**src/rtl/contador_pkg.sv**
```systemverilog
// Shared definitions for the multi-channel pop counter: read FSM encoding and defaults.
// Latency: n/a (package only).
// Backpressure: n/a (package only).
package contador_pkg;

  // Default channel count and per-channel counter width
  localparam int DEF_NUM_CH = 4;
  localparam int DEF_CW     = 5;

  // Read sequencer states
  typedef enum logic {
    IDLE  = 1'b0,
    BURST = 1'b1
  } state_t;

  // Width of a channel index; never narrower than one bit
  function automatic int sel_width(input int n);
    return (n > 2) ? $clog2(n) : 1;
  endfunction

endpackage

```
**src/rtl/contador_ch.sv**
```systemverilog
// One channel: CW-bit pop counter (wrap or saturate) with sticky overflow flag.
// Latency: count/ovf update on the rising edge after inc/clr.
// Backpressure: none; every inc is counted.
module contador_ch
  import contador_pkg::*;
#(
  parameter int CW = DEF_CW
) (
  input  logic          clk,
  input  logic          reset_L,
  input  logic          inc,
  input  logic          clr,
  input  logic          sat,
  output logic [CW-1:0] count,
  output logic          ovf
);

  logic at_max;
  logic ovf_evt;

  assign at_max  = &count;
  assign ovf_evt = inc & at_max;

  // Counter and sticky flag; a clear restarts from this cycle's pop and keeps a same-cycle overflow
  always_ff @(posedge clk or negedge reset_L) begin
    if (!reset_L) begin
      count <= '0;
      ovf   <= 1'b0;
    end else if (clr) begin
      count <= inc ? CW'(1) : '0;
      ovf   <= ovf_evt;
    end else begin
      if (inc && !(at_max && sat)) begin
        count <= count + 1'b1;
      end
      ovf <= ovf | ovf_evt;
    end
  end

endmodule

```
**src/rtl/contador_param.sv**
```systemverilog
// NUM_CH pop counters with a registered single/burst read port and optional clear-on-read.
// Latency: response registered at the edge sampling the request; burst reads one channel per cycle.
// Backpressure: requests are dropped (not queued) while a burst is running.
module contador_param
  import contador_pkg::*;
#(
  parameter  int NUM_CH = DEF_NUM_CH,
  parameter  int CW     = DEF_CW,
  localparam int SEL_W  = sel_width(NUM_CH)
) (
  input  logic              clk,
  input  logic              reset_L,
  input  logic [NUM_CH-1:0] pop,
  input  logic              request,
  input  logic [SEL_W-1:0]  sel,
  input  logic              burst,
  input  logic              clr_on_rd,
  input  logic              sat_mode,
  output logic [CW-1:0]     contador,
  output logic [SEL_W-1:0]  ch_id,
  output logic              ovf,
  output logic              valid,
  output logic              busy
);

  localparam logic [SEL_W-1:0] LAST_CH = SEL_W'(NUM_CH - 1);

  state_t             state;
  state_t             state_nxt;
  logic [SEL_W-1:0]   ptr;
  logic               burst_go;
  logic               rd_en;
  logic [SEL_W-1:0]   rd_idx;
  logic [NUM_CH-1:0]  clr_vec;
  logic [CW-1:0]      cnt_arr [NUM_CH];
  logic [NUM_CH-1:0]  ovf_vec;
  logic [CW-1:0]      mux_cnt;
  logic               mux_ovf;

  // A burst starting at the last channel is just a single read, so it never enters BURST
  assign burst_go = (state == IDLE) & request & burst & (sel < LAST_CH);

  genvar g;
  generate
    for (g = 0; g < NUM_CH; g++) begin : g_ch
      contador_ch #(.CW(CW)) u_ch (
        .clk     (clk),
        .reset_L (reset_L),
        .inc     (pop[g]),
        .clr     (clr_vec[g]),
        .sat     (sat_mode),
        .count   (cnt_arr[g]),
        .ovf     (ovf_vec[g])
      );
    end
  endgenerate

  // FSM state register
  always_ff @(posedge clk or negedge reset_L) begin
    if (!reset_L) begin
      state <= IDLE;
    end else begin
      state <= state_nxt;
    end
  end

  // FSM next state: leave BURST once the last channel has been read
  always_comb begin
    state_nxt = state;
    case (state)
      IDLE:    if (burst_go) state_nxt = BURST;
      BURST:   if (ptr == LAST_CH) state_nxt = IDLE;
      default: state_nxt = IDLE;
    endcase
  end

  // FSM outputs: which channel is read this edge, if any
  always_comb begin
    rd_en  = 1'b0;
    rd_idx = sel;
    case (state)
      IDLE: begin
        rd_en  = request;
        rd_idx = sel;
      end
      BURST: begin
        rd_en  = 1'b1;
        rd_idx = ptr;
      end
      default: begin
        rd_en  = 1'b0;
        rd_idx = sel;
      end
    endcase
  end

  // Channel mux and clear decode; an out-of-range index selects nothing and reads as zero
  always_comb begin
    mux_cnt = '0;
    mux_ovf = 1'b0;
    clr_vec = '0;
    for (int i = 0; i < NUM_CH; i++) begin
      if (rd_idx == SEL_W'(i)) begin
        mux_cnt    = cnt_arr[i];
        mux_ovf    = ovf_vec[i];
        clr_vec[i] = rd_en & clr_on_rd;
      end
    end
  end

  // Burst pointer: next channel to read while in BURST
  always_ff @(posedge clk or negedge reset_L) begin
    if (!reset_L) begin
      ptr <= '0;
    end else if (burst_go) begin
      ptr <= sel + 1'b1;
    end else if (state == BURST) begin
      ptr <= ptr + 1'b1;
    end
  end

  // Response registers: load on a read, otherwise hold data and drop valid
  always_ff @(posedge clk or negedge reset_L) begin
    if (!reset_L) begin
      contador <= '0;
      ch_id    <= '0;
      ovf      <= 1'b0;
      valid    <= 1'b0;
      busy     <= 1'b0;
    end else begin
      valid <= rd_en;
      busy  <= (state == BURST);
      if (rd_en) begin
        contador <= mux_cnt;
        ch_id    <= rd_idx;
        ovf      <= mux_ovf;
      end
    end
  end

endmodule

```
**config.mk**
```make
export PLATFORM = sky130hd
export DESIGN_NAME = contador_param
export DESIGN_NICKNAME = d
export VERILOG_FILES = /design/src/rtl/contador_pkg.sv /design/src/rtl/contador_ch.sv /design/src/rtl/contador_param.sv
export SDC_FILE = /design/constraint.sdc
export NUM_CORES = 1
export LEC_CHECK = 0
export BUFFER_PORTS_ARGS = -buffer_cell sky130_fd_sc_hd__buf_2
export CORE_MARGIN = 2
export CORE_UTILIZATION = 57
export CTS_CLUSTER_SIZE = 10
export DETAILED_ROUTE_END_ITERATION = 8
export PLACE_DENSITY_LB_ADDON = 0.1
export SLEW_MARGIN = 10
export SYNTH_ARGS = -nofsm -noshare
export SYNTH_HDL_FRONTEND = slang
export SYNTH_SLANG_ARGS = --single-unit
```
**constraint.sdc**
```tcl
create_clock -name clk -period 3.7 [get_ports clk]
set_input_delay 0 -clock clk [delete_from_list [all_inputs] [get_ports clk]]
set_output_delay 0 -clock clk [all_outputs]
set_load 0.005 [all_outputs]
```
---- Word-level counts from Yosys, hierarchy flattened ----
Cells that the tools add are included.
word-level totals
  flip-flop bits (word level) ............. 37
  output and inout bits ................... 10
  logic and storage cells ................. 96
operators by class
  add/sub/neg operators ................... 6
  magnitude comparators ................... 1
  eq/ne operators ......................... 4
  muxes and demuxes ....................... 35
  bitwise operators ....................... 13
  reduce and logical (&&, ||, !) cells .... 22
operators with widths
  operator                                             count
  two-way mux 5 bit                                    12
  adder 5 x 1 -> 5 bit, second input constant          4
  AND reduction 5 bit                                  4
  two-way mux 1 bit                                    18
  nonzero test 2 bit                                   5
  bitwise AND 1 bit                                    8
  logical AND 1 bit                                    8
  equality test 2 bit, second input constant           3
  adder 2 x 1 -> 2 bit, second input constant          2
  logical NOT 1 bit                                    4
  two-way mux 2 bit                                    2
  OR 1 bit                                             4
  one-hot mux 1 bit (2 select lines)                   2
  one-hot mux 2 bit (2 select lines)                   1
  equality test 2 x 1 -> 1 bit, second input constant  1
  logical NOT 2 bit                                    1
  less-than comparator 2 bit, second input constant    1
  NOT 1 bit                                            1

---- Depth between registers and ports, before layout ----
Gate-level depths: netlist of the first run.
  depth in word-level cells ............... 7
  gate-level depth with buffers ........... 7

---- Hierarchy ----
A second synthesis of the first run with hierarchy kept.
unflattened totals
  cell total of the unflattened synthesis .. 188
  area total of the unflattened synthesis .. 2125.8 µm²
by module, submodules not included
  module          times used  cells each  area each (µm²)  sequential area each (µm²)
  contador_ch     4           29          334.1            150.1
  contador_param  1           72          789.5            325.3

---- Worst setup path after synthesis of the first run ----
No wires, ideal clock.
  path kind ............................... reg-to-reg
  start ................................... register g_ch[3].u_ch.count[0]
  end ..................................... register g_ch[3].u_ch.count[0]
  setup time .............................. 0.128 ns
  arrival time ............................ 1.566 ns
  slack ................................... 2.006 ns
  stages on the path, launching flop included .. 7
  buffers on the path ..................... 0
  period minus slack after synthesis ...... 1.694 ns
  path through ............................ dfrtp_1 -> ha_1 -> and3_1 -> ha_1 -> a21boi_2 -> xor2_1 -> mux2_1
on the way
  longest elaborated chain between the ends .. 5
RTL lines
  item                                                          line               text
  start: declaration                                            contador_ch.sv:14  output logic [CW-1:0] count,
  start signal: assignment                                      contador_ch.sv:30  count <= inc ? CW'(1) : '0;
  start signal: assignment                                      contador_ch.sv:34  count <= count + 1'b1;
  branches (longest 5 deep; another with adder 5 x 1 -> 5 bit)  -
Parallel ways; which one is timed is not known. The select of a mux whose other input is x is not followed.
A chain may end at the register's enable or synchronous reset.

---- Worst setup path in the final report of the first run ----
  start ................................... register state
  end ..................................... register g_ch[0].u_ch.count[0]
on the way
  longest elaborated chain between the ends .. 5
RTL lines
  item                                                                                             line                                          text
  start: declaration                                                                               contador_param.sv:28                          state_t state;
  start signal: assignment                                                                         contador_param.sv:63                          state <= state_nxt;
  NOT 1 bit                                                                                        contador_param.sv:81                          case (state)
  one-hot mux 1 bit (2 select lines) / one-hot mux 2 bit (2 select lines) (equally long branches)  contador_param.sv:81
  bitwise AND 1 bit / logical NOT 2 bit (equally long branches)                                    contador_param.sv:106, contador_param.sv:103
  two-way mux 1 bit (*)                                                                            contador_param.sv:103                         if (rd_idx == SEL_W'(i)) begin
  two-way mux 5 bit / nonzero test 2 bit (equally long branches)                                   -
  end signal: assignment                                                                           contador_ch.sv:30
  end signal: assignment                                                                           contador_ch.sv:34
  end: declaration                                                                                 contador_ch.sv:14
Every way passes the cells marked *; elsewhere a longest branch is shown, timed or not.

==> results.yml, run 1 <==
power:
  power.leakage_nw: 1.08
  p_per_area_mw_per_mm2: 746
  finalPower_mw: 1.74
  vdd_ir_drop_max_mv: 0.310
synthesis:
  synthTopCellsByArea: "dfrtp_1 (44%), ha_1 (4.8%), xor2_1 (4.6%)"
  synth_top_area_share_pct: 44.3
  syn_area_per_cell_um2: 9.90
  synth_cells: 211
  synth.net_count: 231
  yosysTopAreaCell: "dfrtp_1"
  ys_warn_count: 0
  synth_seq_cells: 37
  synth-main-ff-cell: "dfrtp_1"
  ys_seq_area_share_pct: 44.3
  async_flop_share_pct: 100
  netlist_area_mm2: 0.00209
  yosysUniqueCellTypes: 46
  synth_edf_count: 0
global_routing:
  grt-ovfl-total: 0
  grt_usage_pct: 23.6
  grt_antenna_before_repair: 0
  grt_max_degree: 38
  grt_pass1_wl_mm: 7.59
  grt_pass1_vias: 1582
worst_setup_path:
  critPathArrivalTime_ns: 2.26
  startpoint_type: "register"
  endpoint_kind: "register"
  cp.required_ns: 3.93
  cp_max_fo: 29
  path_cells: "nor2b_4 -> a21o_4 -> and2b_4 -> mux2_4"
  crit_slowest_cell: "dfrtp_1"
  slowest_delay_ns: 0.92
  r2r-start: "state$_DFF_PN0_"
  crit_start: "state$_DFF_PN0_"
  crit_type: "register to register"
final_layout:
  n_antenna_cell: 0
  finish.utilization_pct: 68.5
  syn2layout_area_growth_pct: 12.0
  nNetsFinal: 256
  final_area_mm2: 0.00234
  final_cells: 283
  drive_gt1_share_pct: 19.0
sta:
  max_slew.worst_pin.slew_ns: 0.852
  worst_slack_ns: 1.67
  rsz0062_at_grt: "no"
  period_needed_ns: 2.03
  setup_viol: 0
  hold-worst-slack_ns: 0.0532
  tns_ns: 0
  max_slew_margin_pct: 43.2
  report.final.slew_viol_count: 0
  max_freq_ghz: 0.492
  finalCritPeriodShare_pct: 54.9
  final_hold_viol_count: 0
  finClkSkew_ns: 0.00860
clocking:
  post_cts_buffers: 0
  cts_max_level: 2
  root_buffer: "clkbuf_4"
  ctsHoldBuffers: 7
  clock-sinks: 37
  postCtsResizedCells: 0
  cts_tree: "built"
  clk_latency_ns: 0.34
  clkTransAtPathRegs_ns: 0.11
  clk_path_buf_depth: 2
  cts_buffers: 5
routing:
  wl_per_cell_um: 15.4
  totalWireLength_mm: 4.37
  viasPerCell: 5.81
  first_pass_iters: 4
  drtIter0Drc: 209
  drc: 0
  postRouteAntennaNets: 0
  vias: 1643
floorplanning:
  io_pins: 22
  dieHeight_um: 64.5
  start_util_pct: 61.1
  core_mm2: 0.00342
  die-area_mm2: 0.00416
  fp.dieW_um: 64.5
  fp-row-count: 21
min_path:
  hold_class: "primary input to register"
  min-delay-start: "request"
placement:
  place_congestion: 0.851
  place.port_buffers: 21
  dp.cells: 268
  place_hpwl_mm: 3.19
  pre_cts_ws_ns: 1.71
  placed_area_mm2: 0.00218
job:
  cap_violations: 0
status:
  status: "completed"
[routing by layer]
layer | track usage, % | routed length [um] | vias up
li1 | - | - | 798
met1 | 32.0 | 2020 | 798
met2 | 38.9 | 2130 | 43
met3 | 5.21 | 183 | 4
met4 | 5.32 | 31 | 0
met5 | 0 | 0 | -
[cell usage after synthesis, types with 2 or more instances]
cell,n
o21ai_0,16
a211oi_1,5
a222oi_1,2
o211ai_1,5
and3_1,4
ha_1,8
nand2_1,21
nor2_1,22
a21boi_2,3
buf_2,6
xor2_1,11
inv_1,7
a21oi_1,12
nor3_1,5
o21ai_1,2
a211oi_2,2
nand3b_1,3
nand4_1,4
buf_6,3
nor2b_1,2
mux2i_1,7
dfrtp_1,37
[critical path: cells and delay by family (launching register included)]
kind / cells / cell delay [ns]
multiplexers: 1 / 0.31
AO/OA/AOI/OAI: 1 / 0.17
AND/OR/NAND/NOR: 2 / 0.52
flip-flops: 1 / 0.92
[power by group]
part,internal (mW),switching [mW],leakage [nW]
logic,0.317,0.329,0.569
registers,0.577,0.228,0.465
clock network,0.161,0.132,0.0455
total,1.06,0.689,1.08
[final timing paths]
kind                                                      to  slack [ns]  cells past startpoint
min reg2reg                          contador[2]$_DFFE_PN0N_        0.53                      2
max reg2reg                g_ch[0].u_ch.count[0]$_DFFE_PN0P_        1.67                      4
min                                          state$_DFF_PN0_        0.05                      3
max                        g_ch[0].u_ch.count[0]$_DFFE_PN0P_        1.67                      4
min in group asynchronous               ch_id[0]$_DFFE_PN0N_        0.28                      2
max in group asynchronous  g_ch[1].u_ch.count[2]$_DFFE_PN0P_        2.90                      2
[placed cells by master (no fill, tap or decap), types with 7 or more instances in the layout]
| cell | synthesis | routed |
|---|---|---|
| a21oi_1 | 12 | 12 |
| ha_1 | 8 | 8 |
| nand2_1 | 21 | 21 |
| buf_2 | 6 | 21 |
| nor2_1 | 22 | 22 |
| o21ai_0 | 16 | 16 |
| mux2i_1 | 7 | 7 |
| dlygate4sd3_1 | 0 | 7 |
| inv_1 | 7 | 7 |
| dfrtp_1 | 37 | 37 |
| xor2_1 | 11 | 11 |
[state kept, by name, indices dropped and copies added (netlist names)]
register,count
busy,1
ch_id,2
contador,5
g_ch.u_ch.count,20
g_ch.u_ch.ovf,4
ovf,1
ptr,2
state,1
valid,1
[cells by family after synthesis]
| logic type | Yosys count | share of synthesized area, % |
|---|---|---|
| xor gates and xnor gates | 11 | 4.61 |
| buffers and inverters | 17 | 4.49 |
| muxes | 10 | 5.15 |
| DFF | 37 | 44.3 |
| adders and majority gates | 8 | 4.79 |
| and+or+nand+nor | 72 | 17.7 |
| AOI/OAI and AO/OA | 56 | 18.9 |
[area by class of cell]
class / instances / area, um2
clock buffer: 7 / 55.1
clock inverter: 1 / 30.0
fill: 269 / 1080
inverter: 7 / 26.3
multi-input combinational: 157 / 1070
sequential: 37 / 926
tap: 46 / 57.6
timing repair buffer: 28 / 175
Note: power is estimated with default switching activity, not from simulation.
==> run 2, diff against run 1 <==
- ABC_AREA: default -> 1
- clock period: 3.7 -> 2 ns (I/O delays scaled with it)
==> results.yml, run 2 <==
sta:
  max_freq_ghz: 0.569
  setup_viol: 0
  finClkSkew_ns: 0.00461
  finalCritPeriodShare_pct: 87.9
  final_hold_viol_count: 0
  rsz0062_at_grt: "no"
  max_slew.worst_pin.slew_ns: 0.811
  period_needed_ns: 1.76
  tns_ns: 0
  max_slew_margin_pct: 45.9
  report.final.slew_viol_count: 0
global_routing:
  grt_max_degree: 38
  grt_antenna_before_repair: 0
  grt_pass1_wl_mm: 7.42
  grt_usage_pct: 22.7
  grt-ovfl-total: 0
  grt_pass1_vias: 1720
floorplanning:
  io_pins: 22
  die-area_mm2: 0.00422
  start_util_pct: 58.7
  dieHeight_um: 65.0
  core_mm2: 0.00361
  fp.dieW_um: 65.0
  fp-row-count: 22
synthesis:
  yosysMostFrequentCell: "nand2_1"
  synth_cells: 282
  ys_seq_area_share_pct: 43.7
  synth_common_cells: "nand2_1 (90), inv_1 (38), dfrtp_1 (37)"
  synth-main-ff-cell: "dfrtp_1"
  synth.net_count: 302
  netlist_area_mm2: 0.00212
  synthTopCellsByArea: "dfrtp_1 (44%), nand2_1 (16%), nand3_1 (7.8%)"
  async_flop_share_pct: 100
  synth_seq_cells: 37
  synth_top_area_share_pct: 43.7
  yosysTopAreaCell: "dfrtp_1"
  yosysUniqueCellTypes: 26
  ys_warn_count: 0
  syn_area_per_cell_um2: 7.51
  synth_edf_count: 0
routing:
  drc: 0
  met2_length_mm: 1.98
  drt-met1-wl_mm: 2.08
  totalWireLength_mm: 4.20
  wl_per_cell_um: 11.7
  vias: 1808
  postRouteAntennaNets: 0
  first_pass_iters: 4
  viasPerCell: 5.04
  top_layer_used: "met4"
  drtIter0Drc: 145
  dr_wl_met3_um: 93
power:
  pwr-share-clk_pct: 15.6
  switching_share_pct: 43.3
  finalPower_mw: 3.19
  power.leakage_nw: 1.32
  p_per_area_mw_per_mm2: 1340
  combPwrFrac_pct: 43.8
  p_sw_mw: 1.38
  p_int_mw: 1.81
  p_seq_share_pct: 40.5
  vdd_ir_drop_max_mv: 0.843
final_layout:
  drive_gt1_share_pct: 14.5
  regMostFlops: "g_ch.u_ch.count"
  syn2layout_area_growth_pct: 11.9
  final_cell_mix: "nand2_1 (90), inv_1 (38), dfrtp_1 (37)"
  largest_register_ffs: 20
  final_common_cell: "nand2_1"
  top_regs: "g_ch.u_ch.count: 20 flops, contador: 5 flops, g_ch.u_ch.ovf: 4 flops"
  nNetsFinal: 330
  n_antenna_cell: 0
clocking:
  clkTransAtPathRegs_ns: 0.07
  cts_max_level: 2
  clk_latency_ns: 0.28
  cts_tree: "built"
  clk_path_buf_depth: 2
  root_buffer: "clkbuf_8"
  clock-sinks: 37
  cts_buffers: 5
placement:
  place_congestion: 0.881
  place.port_buffers: 21
  place_hpwl_mm: 3.17
worst_setup_path:
  r2r_setup_slack_ns: 0.24
  cp.required_ns: 2.22
  endpoint_kind: "register"
  cp_max_fo: 6
  critPathArrivalTime_ns: 1.98
  startpoint_type: "register"
  crit_type: "register to register"
job:
  cap_violations: 0
status:
  status: "completed"
min_path:
  hold_class: "primary input to register"
-- run 2: changes by cell type after synthesis, moves of 7 or more --
| cell | delta |
|---|---|
| inv_1 | +31 |
| o21ai_1 | +8 |
| nor3_1 | +7 |
| nor2_1 | -11 |
| nand2_1 | +69 |
| mux2i_1 | -7 |
| nand3_1 | +32 |
| a21oi_1 | -10 |
| xor2_1 | -10 |
-- run 2: path summary, 6_finish.rpt --
check / startpoint / end / cells after the start
worst max-delay path: g_ch[0].u_ch.count[0]$_DFFE_PN0P_ / g_ch[0].u_ch.count[0]$_DFFE_PN0P_ / 8
worst min-delay path: pop[0] / g_ch[0].u_ch.count[0]$_DFFE_PN0P_ / 3
worst max register to register: g_ch[0].u_ch.count[0]$_DFFE_PN0P_ / g_ch[0].u_ch.count[0]$_DFFE_PN0P_ / 8
worst min register to register: contador[2]$_DFFE_PN0N_ / contador[2]$_DFFE_PN0N_ / 2
max in group asynchronous: reset_L / valid$_DFF_PN0_ / 2
min in group asynchronous: reset_L / g_ch[0].u_ch.count[0]$_DFFE_PN0P_ / 2
-- run 2: final cells by class --
type / count / area (um2)
inverter: 42 / 158
timing repair buffer: 25 / 143
clock buffer: 8 / 80.1
tap: 48 / 60.1
multi-input combinational: 199 / 1000
fill: 332 / 1240
sequential: 37 / 926
-- run 2: per-layer routing --
layer	global-route usage, %	vias to the layer above
met1	29.6	828
li1	-	960
met2	37.6	15
met3	4.34	5
met4	8.24	0
met5	0	-
-- run 2: metrics by stage --
| stage | setup slack (ns) | std cells | hold WS (ns) | instance area (um2) | util (%) |
|---|---|---|---|---|---|
| 2_1_floorplan | 0.367 | 282 | -0.296 | 2120 | - |
| 3_3_place_gp | 0.283 | 348 | 0.142 | 2260 | 62.6 |
| 3_5_place_dp | 0.153 | 348 | 0.144 | 2260 | 62.6 |
| 4_1_cts | 0.141 | 359 | 0.00412 | 2370 | 65.6 |
| 5_1_grt | 0.0749 | 359 | 0.00289 | 2370 | 65.7 |
| 6_report | 0.243 | 359 | 0.00281 | 2370 | 65.7 |
-- run 2: power by group through the flow --
stage,combinational [mW],sequential [mW],clock [mW]
floorplan,1.12,1.25,0
global placement,1.37,1.29,0
detailed placement,1.40,1.30,0
CTS,1.41,1.29,0.507
global route,1.64,1.33,0.540
finish,1.40,1.29,0.498
-- run 2: cell families after synthesis --
group,after synthesis,share of synthesized area [%]
AO/OA/AOI/OAI,28,6.97
XOR/XNOR,1,0.414
adder cells (fa/ha/maj),8,4.73
buffers and inverters,46,9.10
flip-flops,37,43.7
AND/OR/NAND/NOR,162,35.1
-- run 2: timing repair --
action,CTS,global route
hold endpoints to repair,39,0
hold buffers,3,0
gates resized for setup,0,1
setup buffers,0,0
setup endpoints to repair,0,2
-- run 2: worst max-delay path, cell delays in order (launching register included) --
cell and delay, ns:
dfrtp_1 0.43, ha_1 0.22, inv_1 0.08, nor3_1 0.05, ha_1 0.20, a21oi_2 0.21
inv_1 0.13, or2_2 0.28, nand3_1 0.09
